===== config.mk =====
export PLATFORM = sky130hd
export DESIGN_NAME = simon_serial_loader
export DESIGN_NICKNAME = d
export VERILOG_FILES = /design/src/rtl/simon_serial_loader.sv
export SDC_FILE = /design/constraint.sdc
export NUM_CORES = 1
export LEC_CHECK = 0
export BUFFER_PORTS_ARGS = -buffer_cell sky130_fd_sc_hd__buf_2
export CORE_MARGIN = 2
export CORE_UTILIZATION = 45
export DETAILED_ROUTE_END_ITERATION = 7
export PLACE_DENSITY = 0.68
export SKIP_CTS_REPAIR_TIMING = 1
export SYNTH_ARGS = -nofsm -noshare
export SYNTH_HDL_FRONTEND = slang
export SYNTH_SLANG_ARGS = --single-unit

===== constraint.sdc =====
create_clock -name clk -period 4.55 [get_ports clk]
set_clock_uncertainty 0.05 [all_clocks]
set_input_delay 0.2275 -clock clk [delete_from_list [all_inputs] [get_ports clk]]
set_output_delay 0.2275 -clock clk [all_outputs]
set_load 0.1 [all_outputs]

===== src/rtl/simon_serial_loader.sv =====
// simon_serial_loader
//   Upstream feeder for the bit-serial SIMON 128/128 core. Accepts a
//   plaintext/key pair over a start/ready handshake and drives the core's
//   data_in/data_rdy sequence: plaintext load, key load, one idle gap, then
//   RUN_CYCLES cycles of run code, followed by a one-cycle done pulse.
//
//   Optional feature macro: SIMON_LOADER_ABORT_EN (adds the abort input).
//
//   Ports:
//     clk        - single clock, rising edge
//     rst        - synchronous, active-high reset
//     abort      - (SIMON_LOADER_ABORT_EN only) return to IDLE, no done
//     start      - request, accepted only while ready=1
//     plaintext  - WIDTH-bit block, sampled on the accepting edge
//     key        - WIDTH-bit key, sampled on the accepting edge
//     ready      - high in IDLE only
//     data_in_o  - serial bit to core data_in
//     data_rdy_o - phase code: 0 idle/gap, 1 plaintext, 2 key, 3 run
//     done       - one-cycle pulse in the first IDLE cycle after RUN
module simon_serial_loader #(
    parameter int unsigned WIDTH      = 128,
    parameter int unsigned RUN_CYCLES = 8704,
    parameter int unsigned CNT_W      = 14
) (
    input  logic             clk,
    input  logic             rst,
`ifdef SIMON_LOADER_ABORT_EN
    input  logic             abort,
`endif
    input  logic             start,
    input  logic [WIDTH-1:0] plaintext,
    input  logic [WIDTH-1:0] key,
    output logic             ready,
    output logic             data_in_o,
    output logic [1:0]       data_rdy_o,
    output logic             done
);

    typedef enum logic [2:0] {
        IDLE     = 3'd0,
        LOAD_PT  = 3'd1,
        LOAD_KEY = 3'd2,
        GAP      = 3'd3,
        RUN      = 3'd4
    } state_t;

    localparam logic [CNT_W-1:0] LAST_BIT = CNT_W'(WIDTH - 1);
    localparam logic [CNT_W-1:0] LAST_RUN = CNT_W'(RUN_CYCLES - 1);

    state_t           state;
    logic [CNT_W-1:0] cnt;
    logic [WIDTH-1:0] pt_sr;
    logic [WIDTH-1:0] key_sr;

    always_ff @(posedge clk) begin
        if (rst) begin
            state      <= IDLE;
            cnt        <= '0;
            pt_sr      <= '0;
            key_sr     <= '0;
            ready      <= 1'b1;
            data_in_o  <= 1'b0;
            data_rdy_o <= 2'd0;
            done       <= 1'b0;
        end
`ifdef SIMON_LOADER_ABORT_EN
        else if (abort && state != IDLE) begin
            state      <= IDLE;
            cnt        <= '0;
            ready      <= 1'b1;
            data_in_o  <= 1'b0;
            data_rdy_o <= 2'd0;
            done       <= 1'b0;
        end
`endif
        else begin
            case (state)
                IDLE: begin
                    // done is only ever high in the first IDLE cycle
                    done <= 1'b0;
                    if (start) begin
                        state      <= LOAD_PT;
                        pt_sr      <= plaintext;
                        key_sr     <= key;
                        cnt        <= '0;
                        ready      <= 1'b0;
                        data_rdy_o <= 2'd1;
                        data_in_o  <= plaintext[0];
                    end
                end

                LOAD_PT: begin
                    if (cnt == LAST_BIT) begin
                        state      <= LOAD_KEY;
                        cnt        <= '0;
                        data_rdy_o <= 2'd2;
                        data_in_o  <= key_sr[0];
                    end else begin
                        // Output is registered, so present the next bit (sr[1])
                        // while shifting.
                        pt_sr     <= pt_sr >> 1;
                        data_in_o <= pt_sr[1];
                        cnt       <= cnt + 1'b1;
                    end
                end

                LOAD_KEY: begin
                    if (cnt == LAST_BIT) begin
                        state      <= GAP;
                        cnt        <= '0;
                        data_rdy_o <= 2'd0;
                        data_in_o  <= 1'b0;
                    end else begin
                        key_sr    <= key_sr >> 1;
                        data_in_o <= key_sr[1];
                        cnt       <= cnt + 1'b1;
                    end
                end

                GAP: begin
                    state      <= RUN;
                    cnt        <= '0;
                    data_rdy_o <= 2'd3;
                    data_in_o  <= 1'b0;
                end

                RUN: begin
                    if (cnt == LAST_RUN) begin
                        state      <= IDLE;
                        cnt        <= '0;
                        done       <= 1'b1;
                        ready      <= 1'b1;
                        data_rdy_o <= 2'd0;
                    end else begin
                        cnt <= cnt + 1'b1;
                    end
                end

                default: begin
                    state      <= IDLE;
                    cnt        <= '0;
                    ready      <= 1'b1;
                    data_in_o  <= 1'b0;
                    data_rdy_o <= 2'd0;
                    done       <= 1'b0;
                end
            endcase
        end
    end

endmodule

# Word-level counts from Yosys, hierarchy flattened

Cells that the tools add are included.

Bits of input ports: 259
Flip-flop bits (word level): 278
Logic and storage cells: 62
Output and inout port bits: 5

Equality and inequality tests: 12
Reductions and logical operators: 11
$add $sub $neg: 1
Muxes and demuxes: 28
Bitwise gates (word level): 2

Operator list:

| cell                    | number |
|---|---|
| $mux W128               | 4 |
| $pmux W128 S2           | 2 |
| $mux W14                | 3 |
| $pmux W14 S3            | 1 |
| $pmux W3 S5             | 1 |
| $add A14 B1 Y14 const B | 1 |
| $eq A14 B14 Y1 const B  | 1 |
| $eq A14 B7 Y1 const B   | 1 |
| $mux W3                 | 4 |
| $ne A2 B2 Y1 const B    | 6 |
| $pmux W2 S5             | 1 |
| $reduce_and A3 Y1       | 3 |
| $mux W2                 | 4 |
| $eq A3 B2 Y1 const B    | 2 |
| $mux W1                 | 5 |
| $pmux W1 S4             | 1 |
| $reduce_and A2 Y1       | 2 |
| $reduce_and A4 Y1       | 1 |
| $reduce_bool A2 Y1      | 2 |
| $eq A3 B1 Y1 const B    | 1 |
| $eq A3 B3 Y1 const B    | 1 |
| $logic_not A3 Y1        | 1 |
| $pmux W1 S3             | 1 |
| $reduce_or A3 Y1        | 1 |
| other kinds (3)         | 4 |

# Depth between registers and ports, before layout

Gate-level depths: netlist of run 1.

Depth after elaboration: 4
Depth in mapped cells: 9

# Worst setup path before layout of run 1

No wires, ideal clock.

Path kind: reg-to-reg
Start: reg cnt[0]
End: reg pt_sr[39]
Setup slack: 2.485 ns
Cell stages (with the launch flop): 10
Arrival time: 1.934 ns
Clock period less this slack: 2.065 ns
Path through: dfxtp_1 ha_1 nand3_2 nor4_4 a2111oi_0 buf_2 buf_6 buf_2 nor2_1 a211oi_2

Word-level cells in the longest chain between the ends: 3

RTL lines:

| element                     | RTL line | RTL |
|---|---|---|
| start, declared             | 51       | `logic [CNT_W-1:0] cnt;` |
| start signal, assigned      | 103      | `cnt <= cnt + 1'b1;` |
| start signal, assigned      | 116      | `cnt <= cnt + 1'b1;` |
| start signal, assigned      | 135      | `cnt <= cnt + 1'b1;` |
| $eq A14 B7 Y1               | 93       | `if (cnt == LAST_BIT) begin` |
| $ne A2 B2 Y1 (no line)      | --       |  |
| $reduce_and A3 Y1 (no line) | --       |  |
| end signal, assigned        | 83       | `pt_sr <= plaintext;` |
| end signal, assigned        | 101      | `pt_sr <= pt_sr >> 1;` |
| end, declared               | 52       | `logic [WIDTH-1:0] pt_sr;` |

Every way passes these cells.
A chain may end at the register's enable or synchronous reset.

# Worst setup path in the final report of run 1

Start: reg state[1]
End: reg key_sr[121]

Word-level cells in the longest chain between the ends: 3
Elaborated cells between the ends (all ways): 7

RTL lines:

| element                                                             | RTL line | RTL |
|---|---|---|
| start, declared                                                     | 50       | `state_t state;` |
| start signal, assigned                                              | 57       | `state <= IDLE;` |
| start signal, assigned                                              | 82       | `state <= LOAD_PT;` |
| start signal, assigned                                              | 94       | `state <= LOAD_KEY;` |
| $eq A3 B2 Y1 / $logic_not A3 Y1 (equally long branches)             | 77       | `case (state)` |
| $ne A2 B2 Y1 (no line) / $reduce_bool A2 Y1 (equally long branches) | --       |  |
| $reduce_and A3 Y1 (no line)                                         | --       |  |
| end signal, assigned                                                | 84       | `key_sr <= key;` |
| end signal, assigned                                                | 114      | `key_sr <= key_sr >> 1;` |
| end, declared                                                       | 53       | `logic [WIDTH-1:0] key_sr;` |

Parallel ways exist; a longest one is shown, timed or not.

==> results by group, run 1 <==
Run status
  • Result of the run: finished with violations
  • Violations in the final reports: hold timing

Clock network
  • Clock latency of the later-clocked register in the worst-skew pair: 0.54 ns
  • H-tree levels: 1
  • Clock transition time at the flip-flop clock pins of the worst setup and hold paths: 0.06 ns
  • Total clock buffers created by CTS: 30
  • Count of clock tree sinks: 277
  • Root cell of the clock tree: clkbuf_16
  • CTS max path bufs: 3
  • TritonCTS clock tree: built

Global routing
  • Number of global-route vias before repair: 9,453
  • First-pass GRT wire length: 46,300 um
  • Overflow left after global routing: 0
  • All-layer global routing usage: 17.9%
  • Initial antenna violation count: 4
  • Largest net degree at the start of global routing: 191

Logic synthesis
  • Dominant cells by area after synthesis: dfxtp_1 (43%), mux2i_1 (20%), a211oi_2 (12%)
  • Adder and majority cell fraction of the synthesized area: 0.0967%
  • Mapped Cells: 1,278
  • Complex-gate fraction of the synthesized area: 21.0%
  • Number of synthesized flops with an enable pin: 0
  • Portion of synthesized cell area occupied by the leading cell type: 42.8%
  • Proportion of register bits with asynchronous set or reset after synthesis: 0%
  • Post-Synthesis Cell Area: 0.0129 mm^2
  • Post-synthesis cell type with the largest combined area: dfxtp_1
  • Number of flip-flops and latches in the synthesized netlist: 277
  • Post-synthesis xor/xnor area fraction: 0.541%
  • Number of nets in the synthesized netlist: 1,538
  • Primary FF master, synth: dfxtp_1
  • Share of the yosys chip area belonging to registers: 42.8%
  • Synth unique cells: 51
  • Post-synthesis simple-gate area fraction: 11.0%
  • Dominant combinational cell family by area after synthesis: compound AO/OA/AOI/OAI gates
  • Post-synthesis mux area share: 19.7%
  • Yosys warnings: 0
  • Synthesized area divided by synthesized cell count: 10.1 um^2

Setup path
  • Worst Path Class, Setup: reg2reg
  • Cell at the slowest stage of the critical path: dfxtp_1
  • Critical path peak fanout: 128
  • Max stage delay on crit path: 0.70 ns
  • Cell class contributing the biggest share of worst-path delay: buffers and inverters
  • Internal reg-to-reg setup slack: 1.74 ns
  • Type of element launching the critical path: flop
  • List of cells traversed by the critical path: nor3b_4 > buf_12 > mux2i_1 > a211oi_1 > dlygate4sd3_1
  • CP Buf/Inv Count: 2
  • CP endpoint kind: flop
  • Data arrival, critical path: 3.24 ns
  • Critical Path RT: 4.99 ns

Floorplanning
  • Area enclosed by the die boundary: 0.0301 mm^2
  • Die extent in x: 174 um
  • Effective utilization at floorplan: 45.3%
  • Std-Cell Core Area: 0.0285 mm^2
  • Top-level I/O count: 264
  • Height of the die: 174 um
  • Number of placement rows: 62

Placement
  • Post-Place Cell Area: 0.0143 mm^2
  • Port bufs: 263
  • Placer congestion estimate: 0.775
  • HPWL Detailed: 18,200 um

Timing
  • Crit share post-route: 61.7%
  • Final-layout setup total negative slack: 0 ns
  • Worst Hold Slack: -0.0255 ns
  • Worst Tran Pin Value: 1.05 ns
  • Crit path time final: 2.81 ns
  • Hold violation count in the final report: 39
  • Rel. slew slack: 30.2%
  • Max Transition Viols Final: 0
  • Fmax achieved: 356 MHz
  • Total setup violations reported at the end of the flow: 0
  • RSZ-0062 raised after global routing: false

Hold path
  • Path category of the worst min-delay check: in2reg

Final layout
  • Post-layout util: 56.4%
  • Final instance area: 0.0161 mm^2
  • Share of cells above drive strength 1: 29.0%
  • Layout-stage area growth over the synthesis result: 24.3%
  • Top library cells by usage in the layout, fill and taps aside: dfxtp_1 (277), nor2_1 (275), buf_2 (262)
  • Number of nets in the layout: 1,806
  • Filler instances: 2,493
  • Commonest non-fill, non-tap cell in the layout: dfxtp_1

Power
  • Power density of the placed cells: 399 mW/mm^2
  • Maximum ir drop on the vdd rail: 0.249 mV
  • Total Power: 6.42 mW
  • Leak pwr: 6.11 nW

Detailed routing
  • Detailed-router iteration count before antenna repair: 4
  • Post-DR vias/cell: 5.19
  • Initial DRC count: 552
  • Vias after detailed routing: 10,200
  • Number of nets still failing antenna checks after routing: 0
  • DRC errors left: 0
  • WL final: 29,000 um
  • Routed WL per cell: 14.8 um

Job
  • Max-cap viol count: 0
-- where the power goes --
group          internal [mW]  switching (mW)  leakage (nW)
logic                  0.559           0.661          3.34
clock network           1.37           0.966         0.474
registers               2.71           0.150          2.30
total                   4.64            1.78          6.11
-- metal layers --
metal  track usage [%]  routed length [um]  vias to the layer above
met2              28.3               13100                      236
met3              5.92                2080                       39
li1                  -                   -                     5197
met1              24.1               13500                     4682
met4              3.57                 359                        6
met5                 0                  34                        -
-- area by class of cell --
class                      count  area (um^2)  area share, %
multi-input combinational    879         6810           42.3
sequential                   277         5550           34.5
timing repair buffer         354         2280           14.2
clock buffer                  48          920           5.71
tap                          384          480           2.99
clock inverter                 6         33.8          0.210
inverter                       4         15.0         0.0933
antenna                        6         15.0         0.0933
-- cells by family after synthesis --
logic type                 count (synthesis)
xor gates and xnor gates                   8
AOI/OAI and AO/OA                        281
adders and majority gates                  1
and+or+nand+nor                          334
DFF                                      277
muxes                                    255
buffers and inverters                    122
-- cells in the mapped netlist (2+ instances only) --
master	n
or4_1	2
nor3b_1	2
nand3_1	8
nand4_1	2
a21oi_1	4
nand2b_1	6
buf_2	46
nor3_1	4
inv_1	4
a211oi_2	120
buf_6	14
nor4_1	3
xnor2_1	3
o21ai_0	5
nand2_1	16
nand3b_1	4
nand3_2	2
clkbuf_1	52
a31oi_1	2
mux2i_1	255
a211oi_1	132
a21o_1	3
nor4_4	3
xor2_1	5
nor2_1	275
dfxtp_1	277
buf_1	5
-- state kept, by name (all words and copies together), names as in the netlist --
signal      flops
key_sr        128
data_rdy_o      2
state           3
data_in_o       1
ready           1
done            1
pt_sr         127
cnt            14
-- through the flow --
stage | setup WS [ns] | std cells
3_5_place_dp | 1.87 | 1820
5_1_grt | 1.55 | 1952
2_1_floorplan | 2.48 | 1278
3_3_place_gp | 1.93 | 1820
6_report | 1.74 | 1958
4_1_cts | 1.85 | 1874
-- path summary, 6_finish.rpt --
path | from | endpoint | depth (start not counted)
worst max-delay path | state[1]$_SDFFE_PP0P_ | key_sr[121]$_SDFFE_PP0P_ | 5
worst min register to register | pt_sr[127]$_SDFFE_PP0P_ | pt_sr[127]$_SDFFE_PP0P_ | 2
worst max register to register | state[1]$_SDFFE_PP0P_ | key_sr[121]$_SDFFE_PP0P_ | 5
worst min-delay path | key[98] | key_sr[98]$_SDFFE_PP0P_ | 3
-- worst register-to-register path, stage by stage, from the launching register on --
cell	delay, ns
dfxtp_1	0.70
nor3b_4	0.40
buf_12	0.55
mux2i_1	0.24
a211oi_1	0.25
dlygate4sd3_1	0.57
Power figures use the tool's default switching activity.
==> run 2, diff against run 1 <==
==> constraint.sdc (replaced) <==
create_clock -name clk -period 2.61 [get_ports clk]
set_clock_uncertainty 0.05 [all_clocks]
set_input_delay 0.1305 -clock clk [delete_from_list [all_inputs] [get_ports clk]]
set_output_delay 0.1305 -clock clk [all_outputs]
set_load 0.1 [all_outputs]
==> run 2 against run 1 <==
Against the previous run: the run still ends with hold timing left; utilization grew 7.7 points; worst setup slack lost 1.6 ns; sequential power grew 75%; global-route usage grew 0.23 points; register-to-register slack lost 1.6 ns; wire length grew 22%; design area grew 14%; critical endpoint is now pt_sr[46]$_SDFFE_PP0P_; largest cell class unchanged; highest routed layer is now met4.
==> results by group, run 2 (synthesized netlist as in run 1, its figures left out) <==
Final layout
  • Commonest non-fill, non-tap cell in the layout: dfxtp_1 (unchanged)
  • Register ranked first by flip-flop count: key_sr (unchanged)
  • Number of nets in the layout: 2,008 (was 1,806)
  • Layout-stage area growth over the synthesis result: 41.4% (was 24.3%)
  • Regs by FF count: key_sr x128, pt_sr x127, cnt x14 (unchanged)
  • Flip-flop count of the largest register, all copies and words added: 128 (unchanged)
  • Share of cells above drive strength 1: 27.2% (was 29.0%)
  • Post-layout instance count excluding filler cells: 2,156 (was 1,958)
  • Top library cells by usage in the layout, fill and taps aside: dfxtp_1 (277), nor2_1 (275), buf_2 (262) (unchanged)
  • Filler instances: 2,126 (was 2,493)
  • Final instance area: 0.0183 mm^2 (was 0.0161 mm^2)

Setup path
  • Type of element launching the critical path: flop (unchanged)
  • Critical path peak fanout: 51 (was 128)
  • CP endpoint kind: flop (unchanged)
  • Critical Path RT: 3.00 ns (was 4.99 ns)
  • Data arrival, critical path: 2.86 ns (was 3.24 ns)
  • Worst Path Class, Setup: reg2reg (unchanged)

Global routing
  • Number of global-route vias before repair: 9,577 (was 9,453)
  • All-layer global routing usage: 18.2% (was 17.9%)
  • Initial antenna violation count: 2 (was 4)
  • First-pass GRT wire length: 46,700 um (was 46,300 um)
  • Overflow left after global routing: 0 (unchanged)
  • Largest net degree at the start of global routing: 120 (was 191)

Timing
  • Max Transition Viols Final: 0 (unchanged)
  • Worst Hold Slack: -0.0167 ns (was -0.0255 ns)
  • RSZ-0062 raised after global routing: false (unchanged)
  • Final-layout setup total negative slack: 0 ns (unchanged)
  • Hold violation count in the final report: 2 (was 39)
  • Worst Tran Pin Value: 0.807 ns (was 1.05 ns)
  • Crit share post-route: 94.5% (was 61.7%)
  • Crit path time final: 2.47 ns (was 2.81 ns)
  • Fmax achieved: 405 MHz (was 356 MHz)
  • Total setup violations reported at the end of the flow: 0 (unchanged)
  • Rel. slew slack: 45.7% (was 30.2%)

Clock network
  • Root cell of the clock tree: clkbuf_16 (unchanged)
  • Count of clock tree sinks: 277 (unchanged)
  • H-tree levels: 1 (unchanged)
  • TritonCTS clock tree: built (unchanged)
  • Total clock buffers created by CTS: 30 (unchanged)
  • CTS max path bufs: 3 (unchanged)
  • Clock transition time at the flip-flop clock pins of the worst setup and hold paths: 0.06 ns (about the same)
  • Clock latency of the later-clocked register in the worst-skew pair: 0.55 ns (was 0.54 ns)

Floorplanning
  • Die extent in x: 174 um (unchanged)
  • Std-Cell Core Area: 0.0285 mm^2 (unchanged)
  • Height of the die: 174 um (unchanged)
  • Effective utilization at floorplan: 45.3% (unchanged)
  • Area enclosed by the die boundary: 0.0301 mm^2 (unchanged)
  • Top-level I/O count: 264 (unchanged)
  • Number of placement rows: 62 (unchanged)

Run status
  • Result of the run: finished with violations (unchanged)
  • Violations in the final reports: hold timing (unchanged)

Detailed routing
  • Number of nets still failing antenna checks after routing: 0 (unchanged)
  • Routed WL per cell: 16.4 um (was 14.8 um)
  • Vias after detailed routing: 11,400 (was 10,200)
  • Detailed-router iteration count before antenna repair: 5 (was 4)
  • Initial DRC count: 564 (was 552)
  • Post-DR vias/cell: 5.29 (was 5.19)
  • WL final: 35,400 um (was 29,000 um)
  • DRC errors left: 0 (unchanged)

Power
  • Power density of the placed cells: 656 mW/mm^2 (was 399 mW/mm^2)
  • Leak pwr: 7.06 nW (was 6.11 nW)
  • Maximum ir drop on the vdd rail: 0.532 mV (was 0.249 mV)

Job
  • Max-cap viol count: 0 (unchanged)

Placement
  • HPWL Detailed: 19,400 um (was 18,200 um)
  • # placed instances: 1,842 (was 1,820)
  • Placer congestion estimate: 0.769 (was 0.775)
  • Post-Place Cell Area: 0.0147 mm^2 (was 0.0143 mm^2)
  • Port bufs: 263 (unchanged)

Hold path
  • Path category of the worst min-delay check: in2reg (unchanged)
[run 2: path summary, 6_finish.rpt]
path	slack, ns	to	cells past startpoint	start
setup / recovery	0.14	pt_sr[46]$_SDFFE_PP0P_	8	cnt[0]$_SDFFE_PP0P_
hold / removal	-0.02	data_in_o$_SDFFE_PP0P_	3	start
setup reg to reg	0.14	pt_sr[46]$_SDFFE_PP0P_	8	cnt[0]$_SDFFE_PP0P_
hold reg to reg	0.42	key_sr[127]$_SDFFE_PP0P_	2	key_sr[127]$_SDFFE_PP0P_
[run 2: power by group]
part / leakage, nW / switching (mW) / total [mW] / internal (mW)
Sequential: 2.30 / 0.279 / 5.00 / 4.72
Combinational: 4.24 / 1.30 / 2.53 / 1.22
Clock: 0.517 / 1.74 / 4.47 / 2.73
[run 2: final cells by class]
cell class	instances	area, um^2	area share, %
antenna	2	5.00	0.0273
clock buffer	45	928	5.07
clock inverter	9	129	0.704
inverter	4	15.0	0.0820
multi-input combinational	879	6810	37.2
sequential	277	5550	30.3
tap	384	480	2.62
timing repair buffer	556	4400	24.0
[run 2: worst max-delay path: stages, from the launching register on]
cell and delay [ns]:
dfxtp_1 0.34, ha_1 0.25, nand3_2 0.18, nor4_4 0.09, a2111oi_2 0.48, buf_12 0.27, buf_12 0.29, nor2_1 0.12
a211oi_2 0.26
[run 2: layer usage]
layer	vias up	track usage, %	wire length (um)
met1	5392	24.8	15400
li1	5595	-	-
met2	359	29.2	17200
met5	-	0	0
met4	0	3.40	575
met3	51	4.80	2190
[run 2: per-stage QoR]
stage | hold slack, ns | power, mW | utilization [%] | setup slack (ns)
after CTS | -0.212 | 11.7 | 55.1 | 0.211
after global routing | 0.00748 | 12.5 | 64.1 | 0.0149
final | -0.0167 | 12.0 | 64.1 | 0.143
after floorplan | 0.232 | 6.66 | - | 0.545
after detailed placement | 0.373 | 7.22 | 51.4 | 0.228
after global placement | 0.364 | 7.15 | 51.4 | 0.334
==> run 3, diff against run 2 <==
--- a/config.mk
+++ b/config.mk
@@ -9,6 +9,7 @@
 export CORE_MARGIN = 2
 export CORE_UTILIZATION = 45
 export DETAILED_ROUTE_END_ITERATION = 7
+export HOLD_SLACK_MARGIN = 0.15
 export PLACE_DENSITY = 0.68
 export SKIP_CTS_REPAIR_TIMING = 1
 export SYNTH_ARGS = -nofsm -noshare
==> run 3 against run 2 <==
Against the previous run: the flow now finishes without violations; critical path depth stayed put; sequential share of layout area hardly changed; clock power is essentially flat; utilization grew 0.088 points; clock-buffer cell count did not move; die area stayed put; combinational power about the same; wire length down 1.4%; design area rose by 0.14%; worst setup slack better by 0.020 ns.
==> results by group, run 3 (synthesized netlist as in run 1, its figures left out) <==
Run status
  • Result of the run: completed (was finished with violations)

Floorplanning
  • Std-Cell Core Area: 0.0285 mm^2 (unchanged)
  • Die extent in x: 174 um (unchanged)
  • Height of the die: 174 um (unchanged)
  • Number of placement rows: 62 (unchanged)
  • Area enclosed by the die boundary: 0.0301 mm^2 (unchanged)
  • Effective utilization at floorplan: 45.3% (unchanged)
  • Top-level I/O count: 264 (unchanged)

Detailed routing
  • Post-DR vias/cell: 5.23 (was 5.29)
  • Number of nets still failing antenna checks after routing: 0 (unchanged)
  • WL final: 34,900 um (was 35,400 um)
  • Routed WL per cell: 16.2 um (was 16.4 um)
  • DRC errors left: 0 (unchanged)
  • Detailed-router iteration count before antenna repair: 7 (was 5)
  • Vias after detailed routing: 11,300 (was 11,400)
  • Initial DRC count: 617 (was 564)

Final layout
  • Flip-flop count of the largest register, all copies and words added: 128 (unchanged)
  • Regs by FF count: key_sr x128, pt_sr x127, cnt x14 (unchanged)
  • Area taken by flip-flops and latches: 0.00555 mm^2 (unchanged)
  • Filler instances: 2,119 (was 2,126)
  • Layout-stage area growth over the synthesis result: 41.6% (was 41.4%)
  • Top library cells by usage in the layout, fill and taps aside: dfxtp_1 (277), nor2_1 (275), buf_2 (262) (unchanged)
  • Commonest non-fill, non-tap cell in the layout: dfxtp_1 (unchanged)
  • Area of the multi-input gates: 0.00681 mm^2 (unchanged)
  • Number of nets in the layout: 2,010 (was 2,008)
  • Share of cells above drive strength 1: 27.1% (was 27.2%)
  • Register ranked first by flip-flop count: key_sr (unchanged)
  • Final instance area: 0.0183 mm^2 (about the same)
  • Post-layout util: 64.2% (was 64.1%)

Clock network
  • Count of clock tree sinks: 277 (unchanged)
  • Clock latency of the later-clocked register in the worst-skew pair: 0.55 ns (about the same)
  • Total clock buffers created by CTS: 30 (unchanged)
  • TritonCTS clock tree: built (unchanged)
  • H-tree levels: 1 (unchanged)
  • Root cell of the clock tree: clkbuf_16 (unchanged)
  • Clock transition time at the flip-flop clock pins of the worst setup and hold paths: 0.06 ns (about the same)
  • CTS max path bufs: 3 (unchanged)

Timing
  • Total setup violations reported at the end of the flow: 0 (unchanged)
  • Rel. slew slack: 45.8% (was 45.7%)
  • Worst Hold Slack: 0.366 ns (was -0.0167 ns)
  • Fmax achieved: 409 MHz (was 405 MHz)
  • Final-layout setup total negative slack: 0 ns (unchanged)
  • Crit share post-route: 93.8% (was 94.5%)
  • Max Transition Viols Final: 0 (unchanged)
  • Hold violation count in the final report: 0 (was 2)
  • RSZ-0062 raised after global routing: false (unchanged)
  • Worst Tran Pin Value: 0.805 ns (was 0.807 ns)
  • Crit path time final: 2.45 ns (was 2.47 ns)

Job
  • Max-cap viol count: 0 (unchanged)

Global routing
  • Overflow left after global routing: 0 (unchanged)
  • All-layer global routing usage: 18.2% (unchanged)
  • Largest net degree at the start of global routing: 120 (unchanged)
  • Number of global-route vias before repair: 9,577 (unchanged)
  • First-pass GRT wire length: 46,700 um (unchanged)
  • Initial antenna violation count: 3 (was 2)

Hold path
  • Critical hold path startpoint: key[126] (was start)
  • Instance count along the most critical hold path: 4 (was 3)
  • Endpoint, Worst Hold: key_sr[126]$_SDFFE_PP0P_ (was data_in_o$_SDFFE_PP0P_)
  • Path category of the worst min-delay check: in2reg (unchanged)

Setup path
  • Startpoint of the worst-slack reg-to-reg timing path: cnt[0]$_SDFFE_PP0P_ (unchanged)
  • FF-to-FF End: pt_sr[96]$_SDFFE_PP0P_ (was pt_sr[46]$_SDFFE_PP0P_)
  • Worst Path Class, Setup: reg2reg (unchanged)
  • Critical Path RT: 3.00 ns (about the same)
  • Type of element launching the critical path: flop (unchanged)
  • Data arrival, critical path: 2.84 ns (was 2.86 ns)
  • Worst-case reg-to-reg path depth: 8 (unchanged)
  • CP endpoint kind: flop (unchanged)
  • Critical path peak fanout: 30 (was 51)
  • Internal reg-to-reg setup slack: 0.16 ns (was 0.14 ns)

Power
  • Total Power: 12.0 mW (about the same)
  • Leak pwr: 7.07 nW (was 7.06 nW)
  • Maximum ir drop on the vdd rail: 0.531 mV (was 0.532 mV)
  • Power density of the placed cells: 654 mW/mm^2 (was 656 mW/mm^2)

Placement
  • Placer congestion estimate: 0.769 (unchanged)
  • Port bufs: 263 (unchanged)
  • Post-Place Cell Area: 0.0147 mm^2 (unchanged)
  • HPWL Detailed: 19,400 um (unchanged)
-- run 3: cell count changes in the layout (fill, tap and decap cells not counted) --
cell | before | now
diode_2 | 2 | 4
dlygate4sd3_1 | 258 | 260
-- run 3: worst max path at each step --
| stage | start | endpoint | slack, ns | depth (start not counted) |
|---|---|---|---|---|
| final | cnt[0]$_SDFFE_PP0P_ | pt_sr[96]$_SDFFE_PP0P_ | 0.16 | 8 |
| after global routing | cnt[0]$_SDFFE_PP0P_ | pt_sr[96]$_SDFFE_PP0P_ | 0.02 | 8 |
| after CTS | cnt[0]$_SDFFE_PP0P_ | pt_sr[68]$_SDFFE_PP0P_ | 0.21 | 8 |
| after detailed placement | cnt[0]$_SDFFE_PP0P_ | pt_sr[68]$_SDFFE_PP0P_ | 0.23 | 8 |
| after global placement | cnt[0]$_SDFFE_PP0P_ | pt_sr[94]$_SDFFE_PP0P_ | 0.33 | 8 |
| after floorplan | cnt[0]$_SDFFE_PP0P_ | pt_sr[39]$_SDFFE_PP0P_ | 0.54 | 9 |
-- run 3: layout make-up --
class / count / area share (%)
Antenna cell: 4 / 0.0546
Clock buffer: 45 / 5.06
Clock inverter: 9 / 0.703
Inverter: 4 / 0.0819
Multi-Input combinational cell: 879 / 37.1
Sequential cell: 277 / 30.3
Tap cell: 384 / 2.62
Timing Repair Buffer: 558 / 24.1
-- run 3: power by group --
| group | leakage [nW] | internal, mW | switching [mW] |
|---|---|---|---|
| combinational | 4.25 | 1.23 | 1.29 |
| clock | 0.517 | 2.74 | 1.74 |
| sequential | 2.30 | 4.72 | 0.276 |
-- run 3: layer usage --
metal  vias up  wire (um)  GRT usage (%)
met1      5320      15400           24.8
met4         0        493           3.40
li1       5607          -              -
met3        43       2040           4.80
met2       326      16900           29.2
met5         -          0              0
-- run 3: worst max-delay path, cell delays in order (launching register included) --
cell	delay [ns]
dfxtp_1	0.34
ha_1	0.25
nand3_2	0.18
nor4_4	0.09
a2111oi_2	0.48
buf_12	0.27
buf_4	0.31
nor2_1	0.08
a211oi_1	0.28
-- run 3: per-stage QoR --
step | setup WS [ns] | cells
floorplan | 0.545 | 1278
global placement | 0.334 | 1842
detailed placement | 0.228 | 1842
CTS | 0.211 | 1896
global route | 0.0223 | 2159
finish | 0.163 | 2160
